### src/rtl/bist_seq_ctrl.sv
// +--------------------------------------------------------------------------+
// | bist_seq_ctrl: ALU BIST sequencer (pattern reset, opcode, ROM address,   |
// | result compare). Optional MISR signature when BIST_MISR_EN is defined.  |
// | Revision: 1.0                                                            |
// +--------------------------------------------------------------------------+
`default_nettype none

module bist_seq_ctrl #(
  parameter int NUM_VECTORS = 256,
  parameter int ADDR_W      = 8,
  parameter int SEL_W       = 4,
  parameter int DATA_W      = 9,
  parameter int FCNT_W      = 8
) (
  input  logic              clk,
  input  logic              reset,
  input  logic              start,
  input  logic              abort,
  input  logic [DATA_W-1:0] alu_data,
  input  logic [DATA_W-1:0] rom_data,
  output logic              gen_rst,
  output logic [SEL_W-1:0]  alu_sel,
  output logic [ADDR_W-1:0] rom_addr,
  output logic              busy,
  output logic              done,
  output logic              pass,
  output logic [FCNT_W-1:0] fail_cnt,
  output logic [ADDR_W-1:0] first_fail,
  output logic [DATA_W-1:0] signature
);

  typedef enum logic [1:0] {
    S_IDLE = 2'd0,
    S_INIT = 2'd1,
    S_RUN  = 2'd2,
    S_DONE = 2'd3
  } state_t;

  // One extra bit so a full 2**ADDR_W run does not alias back to zero.
  localparam logic [ADDR_W:0] LAST_VEC = (ADDR_W+1)'(NUM_VECTORS - 1);

  state_t              state_q, state_d;
  logic [ADDR_W:0]     vec_cnt_q, vec_cnt_d;
  logic [FCNT_W-1:0]   fail_cnt_q, fail_cnt_d;
  logic [ADDR_W-1:0]   first_fail_q, first_fail_d;
  logic                gen_rst_q, gen_rst_d;
  logic                busy_q, busy_d;
  logic                done_q, done_d;
  logic                pass_q, pass_d;
  logic                mismatch;
  logic                go;
`ifdef BIST_MISR_EN
  logic [DATA_W-1:0]   sig_q, sig_d;
`endif

  assign mismatch = (alu_data != rom_data);
  assign go       = start && !abort;

  always_comb begin
    state_d      = state_q;
    vec_cnt_d    = vec_cnt_q;
    fail_cnt_d   = fail_cnt_q;
    first_fail_d = first_fail_q;
`ifdef BIST_MISR_EN
    sig_d        = sig_q;
`endif
    case (state_q)
      S_IDLE: if (go) state_d = S_INIT;
      S_INIT: state_d = abort ? S_IDLE : S_RUN;
      S_RUN: begin
        if (abort) begin
          state_d = S_IDLE;
        end else begin
          if (mismatch) begin
            if (fail_cnt_q == '0) first_fail_d = vec_cnt_q[ADDR_W-1:0];
            if (fail_cnt_q != '1) fail_cnt_d = fail_cnt_q + FCNT_W'(1);
          end
`ifdef BIST_MISR_EN
          sig_d = {sig_q[DATA_W-2:0], sig_q[DATA_W-1] ^ sig_q[4]} ^ alu_data;
`endif
          vec_cnt_d = vec_cnt_q + 1'b1;
          if (vec_cnt_q == LAST_VEC) state_d = S_DONE;
        end
      end
      S_DONE: if (go) state_d = S_INIT;
      default: state_d = S_IDLE;
    endcase

    if (state_d == S_INIT) begin
      vec_cnt_d    = '0;
      fail_cnt_d   = '0;
      first_fail_d = '0;
`ifdef BIST_MISR_EN
      sig_d        = '0;
`endif
    end

    gen_rst_d = (state_d != S_RUN);
    busy_d    = (state_d == S_INIT) || (state_d == S_RUN);
    done_d    = (state_d == S_DONE);
    // The verdict is taken once, on the final compare, and then held.
    if (state_d == S_DONE) pass_d = (state_q == S_RUN) ? (fail_cnt_d == '0) : pass_q;
    else                   pass_d = 1'b0;
  end

  always_ff @(posedge clk) begin
    if (reset) begin
      state_q      <= S_IDLE;
      vec_cnt_q    <= '0;
      fail_cnt_q   <= '0;
      first_fail_q <= '0;
      gen_rst_q    <= 1'b1;
      busy_q       <= 1'b0;
      done_q       <= 1'b0;
      pass_q       <= 1'b0;
    end else begin
      state_q      <= state_d;
      vec_cnt_q    <= vec_cnt_d;
      fail_cnt_q   <= fail_cnt_d;
      first_fail_q <= first_fail_d;
      gen_rst_q    <= gen_rst_d;
      busy_q       <= busy_d;
      done_q       <= done_d;
      pass_q       <= pass_d;
    end
  end

`ifdef BIST_MISR_EN
  always_ff @(posedge clk) begin
    if (reset) sig_q <= '0;
    else       sig_q <= sig_d;
  end
  assign signature = sig_q;
`else
  assign signature = '0;
`endif

  assign gen_rst    = gen_rst_q;
  assign alu_sel    = vec_cnt_q[SEL_W-1:0];
  assign rom_addr   = vec_cnt_q[ADDR_W-1:0];
  assign busy       = busy_q;
  assign done       = done_q;
  assign pass       = pass_q;
  assign fail_cnt   = fail_cnt_q;
  assign first_fail = first_fail_q;

endmodule

`default_nettype wire

### config.mk
export PLATFORM = sky130hd
export DESIGN_NAME = bist_seq_ctrl
export DESIGN_NICKNAME = d
export VERILOG_FILES = /design/src/rtl/bist_seq_ctrl.sv
export SDC_FILE = /design/constraint.sdc
export NUM_CORES = 1
export LEC_CHECK = 0
export CAP_MARGIN = 20
export CORE_MARGIN = 8
export CORE_UTILIZATION = 45
export DETAILED_ROUTE_END_ITERATION = 8
export PLACE_DENSITY_LB_ADDON = 0.12
export REMOVE_ABC_BUFFERS = 1
export SYNTH_ARGS = -nofsm -noshare
export SYNTH_HDL_FRONTEND = slang
export SYNTH_SLANG_ARGS = --single-unit
### constraint.sdc
create_clock -name clk -period 2.9 [get_ports clk]
set_input_delay 0.435 -clock clk [delete_from_list [all_inputs] [get_ports clk]]
set_output_delay 0.435 -clock clk [all_outputs]
set_load 0.02 [all_outputs]
==> impl_results.md, run 1 <==
* Outcome: completed
* Critical Path Most Common Cell: ha_1
* P per Cell Area at approximately 440 mW/mm²
* Crit path DAT at ~2700 ps
* Synth Cell Area at 0.00177 mm²
* Placed Area at 0.00224 mm²
* Max Cap Viol at 0
* Clock Latency Late Sink at between 200 and 300 ps
* R2R depth at 13
* Met2 WL post-DR at 1640 µm
* Peak supply drop at 0.310 mV
* FF-to-FF End: vec_cnt_q[8]
* GP Congestion at 0.890
* DRT iter0 DRCs at 90
* Share of cells above drive strength 1 at 8.47%
* Vias at between 1000 and 1500
* Post-route ant nets at 0
* Num rows at 23
* Pin count of the biggest net entering global routing at 23
* H-tree levels at 2
* Mean Syn Cell Area at 8.73 µm²
* Required @ worst endpoint at around 3100 ps
* Fin nets at 278
* DR DRC count at 0
* Cell count after synthesis at about 200
* FF+latch count, synth at 31
* Sum Neg Setup Slack at 0 ps
* Worst-path clk slew at 70 ps
* Max-slew violations at 0
* FF-to-FF setup slack at slightly below 400 ps
* CTS sink count at 31
* Die ar. at between 0.006 and 0.007 mm²
* CTS tree: yes
* First-pass GRT wire length at 6580 µm
* Vias in the first global route at approximately 1500
* Antenna diodes at 0
* Post-synth EDFFs at 0
* Die Width at ~80 µm
* Fin crit share at 86.4%
* Distinct cells, synth at 41
* Num ports at 63
* Die height at 78.8 µm
* Worst setup SP type: flop
* Yosys top cell by area: dfxtp_1
* Routed wire per std cell at 13.2 µm
* Detailed Route WL at a little under 4000 µm
* RSZ-0062 raised after global routing: no
* Sequential power share at 42.6%
* Final Skew at 5.68 ps
* Initial antenna violation count at 0
* Post_cts resized at 0
* CP max stage cell: dfxtp_1
* NetSw at roughly 0.24 mW
* Worst hold stages at 2
* Top sig layer: met4
* Ranking of synthesized cells by area: dfxtp_1, buf_4, nor2_1
* Switch share at 23.6%
* Peak fanout along the critical path at 22
* Top-area cell type share of the netlist area at 35.0%
* Pint at 0.792 mW
* Total grt overflow at 0
* Crit-path max cell delay at 360 ps
* DP HPWL at 2980 µm
* Final instance area at 0.00236 mm²
* Met3 wire length at 355 µm
* M1 WL at 1860 µm
* Post-CTS Hold Buffers at 0
* Clk pwr share at 41.7%
* Worst R2R Start: vec_cnt_q[1]
* Initial Util at 45.6%
* Hold Crit Class: flop to flop
* Fmax at 0.399 GHz
* Crit-path cells: ha_1, nand3_1, nor2_1, ha_1, o21ai_0, a21oi_1, a21oi_1, or2_2, inv_1, ha_1, or2_2, buf_12, a211oi_1
* Post-CTS Setup Inserts at 0
* Setup Crit Path Kind: flop to flop
* CTS buffer count at 5
* Min-Delay Endpoint: first_fail[5]
* Setup violations, final at 0
* HP Start: first_fail[5]
* Async set-reset flop share out of synthesis at 0%
* Main synth FF type: dfxtp_1
* Commonest cells post-synth: dfxtp_1, nor2_1, buf_4, mux2i_1
* Root Buffer: clkbuf_8
* Synth Warn # at 0
* Leakage power at 0.946 nW
* Comb pwr share at 15.7%
* Seq/Total Area, Yosys at 35.0%
* Final Hold Viols at 0
* Endpoint class of the critical path: flop
* Core area at between 0.003 and 0.004 mm²
* PortBufs at 53
* Minimum clock period at 2500 ps
* TritonRoute pass-1 iters at 4
* Filler Cells Inserted at 361
* Max clock buf depth at 2
* DR vias/cell at 4.91
* Total GRT Usage at ~13%
* Syn-to-layout area delta at 33.2%
sequential cells by signal, indices dropped and copies added, names as in the netlist:
register	count
vec_cnt_q	9
done	1
pass	1
busy	1
fail_cnt	8
first_fail	8
gen_rst	1
state_q	2
cells in the final DEF, fill, tap and decap left out, drive strengths merged, types with 2 or more instances in the layout:
cell type	Yosys	routed
or3	2	2
buf	24	4
and3	3	3
clkdlybuf4s50	0	53
nand4	7	7
nor2	31	31
o21ai	4	4
a21oi	7	7
nand3	5	5
nand2b	2	2
mux2i	11	11
clkbuf	4	6
a211oi	2	2
or2	3	3
ha	9	9
dfxtp	31	31
xor2	10	10
xnor2	11	11
a31oi	2	2
inv	10	10
nand2	10	10
conb	1	9
critical path, delay by kind of cell (launching register included):
kind                     cells  cell delay (ps)
buffers and inverters        2              230
AND/OR/NAND/NOR              4              640
flip-flops                   1              360
adder cells (fa/ha/maj)      3              640
AO/OA/AOI/OAI                4              550
routing by layer:
layer | up-vias | track usage (%)
li1 | 738 | -
met1 | 659 | 15.6
met2 | 57 | 20.1
met3 | 10 | 4.29
met4 | 0 | 5.56
met5 | - | 0
area by class of cell:
type | instances | area [µm²] | area share (%)
multi-input cells | 142 | 951 | 40.3
flip-flops and latches | 31 | 621 | 26.3
repair buffers | 57 | 573 | 24.3
clock buffers | 6 | 82.6 | 3.50
well taps | 50 | 62.6 | 2.65
inverters | 10 | 37.5 | 1.59
clock inverters | 2 | 35.0 | 1.48
cells by family (layout without fill, tap and decap cells):
family	after synthesis	after routing	synth area share, %
compound gates	22	22	8.89
flops	31	31	35.0
xor+xnor	21	21	10.8
simple gates	70	70	19.5
fa+ha+maj	9	9	6.35
other cells	1	9	0.212
buf+inv	38	75	13.1
mux	11	11	6.21
how the worst max path moves through the flow:
stage	slack (ps)	from	end
floorplan	390	vec_cnt_q[0]	vec_cnt_q[8]
global placement	340	rom_data[8]	pass
detailed placement	300	rom_data[8]	pass
CTS	370	vec_cnt_q[1]	vec_cnt_q[8]
global route	250	vec_cnt_q[1]	vec_cnt_q[8]
finish	400	vec_cnt_q[1]	vec_cnt_q[8]
through the flow:
| step | utilization [%] | worst slack, ps | power, mW | hold slack [ps] | cells |
|---|---|---|---|---|---|
| global placement | 57.8 | 339 | 0.614 | 475 | 290 |
| detailed placement | 57.8 | 303 | 0.614 | 483 | 290 |
| floorplan | - | 388 | 0.541 | 471 | 183 |
| finish | 60.8 | 395 | 1.04 | 493 | 298 |
| CTS | 60.8 | 374 | 1.05 | 499 | 298 |
| global route | 60.8 | 248 | 1.09 | 525 | 298 |
power groups by stage:
stage               Sequential (mW)  Clock [mW]  Combinational, mW
finish                        0.442       0.432              0.163
global route                  0.442       0.465              0.180
CTS                           0.442       0.444              0.164
detailed placement            0.451           0              0.163
global placement              0.451           0              0.163
floorplan                     0.459           0             0.0828
No activity file was read; power rests on OpenSTA's default activity.
==> run 2: changes to the inputs <==
--- a/config.mk
+++ b/config.mk
@@ -9,6 +9,7 @@
 export CORE_MARGIN = 8
 export CORE_UTILIZATION = 45
 export DETAILED_ROUTE_END_ITERATION = 8
+export GPL_ROUTABILITY_DRIVEN = 0
 export PLACE_DENSITY_LB_ADDON = 0.12
 export REMOVE_ABC_BUFFERS = 1
 export SYNTH_ARGS = -nofsm -noshare
==> constraint.sdc (replaced) <==
create_clock -name clk -period 2.9 [get_ports clk]
set_input_delay 0.435 -clock clk [delete_from_list [all_inputs] [get_ports clk]]
set_output_delay 0.435 -clock clk [all_outputs]
set_load 0.1 [all_outputs]
==> run 2 against run 1 <==
Hold slack improved by 1.9 ps. Wire length decreased by 0.33%. Maximum frequency decreased by 1.9%. Count of clock-buffer cells in the layout increased by 1. Critical path depth unchanged. Sequential cell count unchanged. Die area unchanged. Via count decreased by 1.7%. Worst setup slack got worse by 48 ps. First-iteration DRC count decreased by 49%. Clock power decreased by 13%. Critical endpoint unchanged.
==> impl_results.md, run 2 (synthesis results as in run 1) <==
* Die ar. at 0.00620 mm²
* CTS buffer count at 5
* FF-to-FF End: vec_cnt_q[8]
* Post-route ant nets at 0
* Biggest register: vec_cnt_q
* RSZ-0062 raised after global routing: no
* Die Width at between 70 and 80 µm
* Syn-to-layout area delta at 27.1%
* Post-CTS Hold Buffers at 0
* Share of cells above drive strength 1 at 20.7%
* Worst setup path endpoint: vec_cnt_q[8]
* Max clock buf depth at 2
* Outcome: completed
* Fmax at 0.392 GHz
* Initial antenna violation count at 0
* Max-slew violations at 0
* CTS tree: yes
* Filler Cells Inserted at 375
* Peak supply drop at approximately 0.38 mV
* Pin count of the biggest net entering global routing at 20
* Final Core Density at 58.0%
* CTS sink count at 31
* FF-to-FF setup slack at ~350 ps
* Setup violations, final at 0
* Endpoint class of the critical path: flop
* Crit path DAT at 2750 ps
* Root Buffer: clkbuf_8
* Worst-path clk slew at roughly 60 ps
* Commonest cells after routing, fill and taps aside: buf_4, nor2_1, dfxtp_1, clkdlybuf4s50_1, mux2i_1
* H-tree levels at 2
* Final instance area at about 0.0023 mm²
* DR vias/cell at 4.86
* Max FFs per register at 9
* Initial Util at 45.6%
* Routed wire per std cell at 13.2 µm
* First-pass GRT wire length at between 6000 and 7000 µm
* Area of the multi-input gates at 951 µm²
* Fin nets at 276
* Vias in the first global route at 1377
* Fin crit share at 88.0%
* Detailed Route WL at 3910 µm
* Reg area at between 600 and 700 µm²
* Num rows at 23
* Commonest non-fill, non-tap cell in the layout: buf_4
* TritonRoute pass-1 iters at 4
* Final Skew at 4.14 ps
* Total GRT Usage at 13.2%
* DR DRC count at 0
* Max Cap Viol at 0
* Hold Crit Class: flop to flop
* Minimum clock period at roughly 2600 ps
* P per Cell Area at roughly 470 mW/mm²
* Clock Latency Late Sink at roughly 280 ps
* Worst setup SP type: flop
* Post_cts resized at 0
* Crit path from: vec_cnt_q[0]
* Antenna diodes at 0
* Placed Area at roughly 0.0021 mm²
* Core area at 0.00388 mm²
* Post-CTS Setup Inserts at 0
* Peak fanout along the critical path at 19
* PortBufs at 53
* Total grt overflow at 0
* R2R depth at 13
* Die height at 78.8 µm
* Setup Crit Path Kind: flop to flop
* Required @ worst endpoint at around 3100 ps
* Final Hold Viols at 0
* DP HPWL at 3050 µm
* Vias at between 1000 and 1500
* Num ports at 63
* Leakage power at 0.988 nW
* DRT iter0 DRCs at 46
* Worst R2R Start: vec_cnt_q[0]
==> run 2: changes by cell type in the layout (fill, tap and decap cells not counted) <==
cell and change:
clkbuf_8 +1, clkdlybuf4s50_1 -32, bufinv_16 -1, clkinvlp_4 +1, clkinv_2 -1, buf_4 +30
==> run 2: critical path, stage by stage, from the launching register on <==
cell and delay (ps):
dfxtp_1 370, ha_1 250, nand3_1 90, nor2_1 50, ha_1 200, o21ai_0 150, a21oi_1 80, a21oi_1 100
or2_2 140, inv_1 60, ha_1 210, or2_2 400, buf_12 190, a211oi_1 190
==> run 2: per-stage QoR <==
stage,setup WS (ps),std cells,TNS (ps),power [mW],hold WS [ps]
floorplan,-832,183,-22600,0.620,471
global placement,340,288,0,0.690,477
detailed placement,332,288,0,0.690,481
CTS,338,296,0,1.07,492
global route,161,296,0,1.11,519
finish,347,296,0,1.06,495
==> run 2: power breakdown <==
| group | internal, mW | switching, mW | total, mW |
|---|---|---|---|
| Clock | 0.216 | 0.160 | 0.376 |
| Sequential | 0.435 | 0.00741 | 0.442 |
| Combinational | 0.0761 | 0.161 | 0.237 |
==> run 2: area by class of cell <==
cell class / instances / share of cell area (%)
multi-input combinational: 142 / 42.2
sequential: 31 / 27.5
timing repair buffer: 55 / 21.2
clock buffer: 7 / 4.28
tap: 50 / 2.78
inverter: 10 / 1.67
clock inverter: 1 / 0.333
==> run 2: worst min path at each step <==
stage             startpoint            end  slack, ps  cells past startpoint
6_report        vec_cnt_q[8]   vec_cnt_q[8]        490                      2
5_1_grt                 pass           pass        520                      2
4_1_cts         vec_cnt_q[8]   vec_cnt_q[8]        490                      2
3_5_place_dp            pass           pass        480                      2
3_3_place_gp   first_fail[5]  first_fail[5]        480                      2
2_1_floorplan   vec_cnt_q[8]   vec_cnt_q[8]        470                      2
==> run 2: metal layers <==
layer	share of wire, %	global-route usage (%)	wire length (µm)	vias to the layer above
li1	-	-	-	730
met1	46	16.4	1810	648
met2	42	19.6	1640	55
met3	10	5.87	400	6
met4	1.5	5.00	59	0
met5	0	0	0	-
==> run 3: changes to the inputs <==
--- a/config.mk
+++ b/config.mk
@@ -8,10 +8,12 @@
 export CAP_MARGIN = 20
 export CORE_MARGIN = 8
 export CORE_UTILIZATION = 45
+export CTS_CLUSTER_DIAMETER = 200
 export DETAILED_ROUTE_END_ITERATION = 8
 export GPL_ROUTABILITY_DRIVEN = 0
 export PLACE_DENSITY_LB_ADDON = 0.12
 export REMOVE_ABC_BUFFERS = 1
+export SETUP_SLACK_MARGIN = 0.02
 export SYNTH_ARGS = -nofsm -noshare
 export SYNTH_HDL_FRONTEND = slang
 export SYNTH_SLANG_ARGS = --single-unit
==> results of run 3 <==
The final DEF is identical to that of run 2; final timing and power are the same.
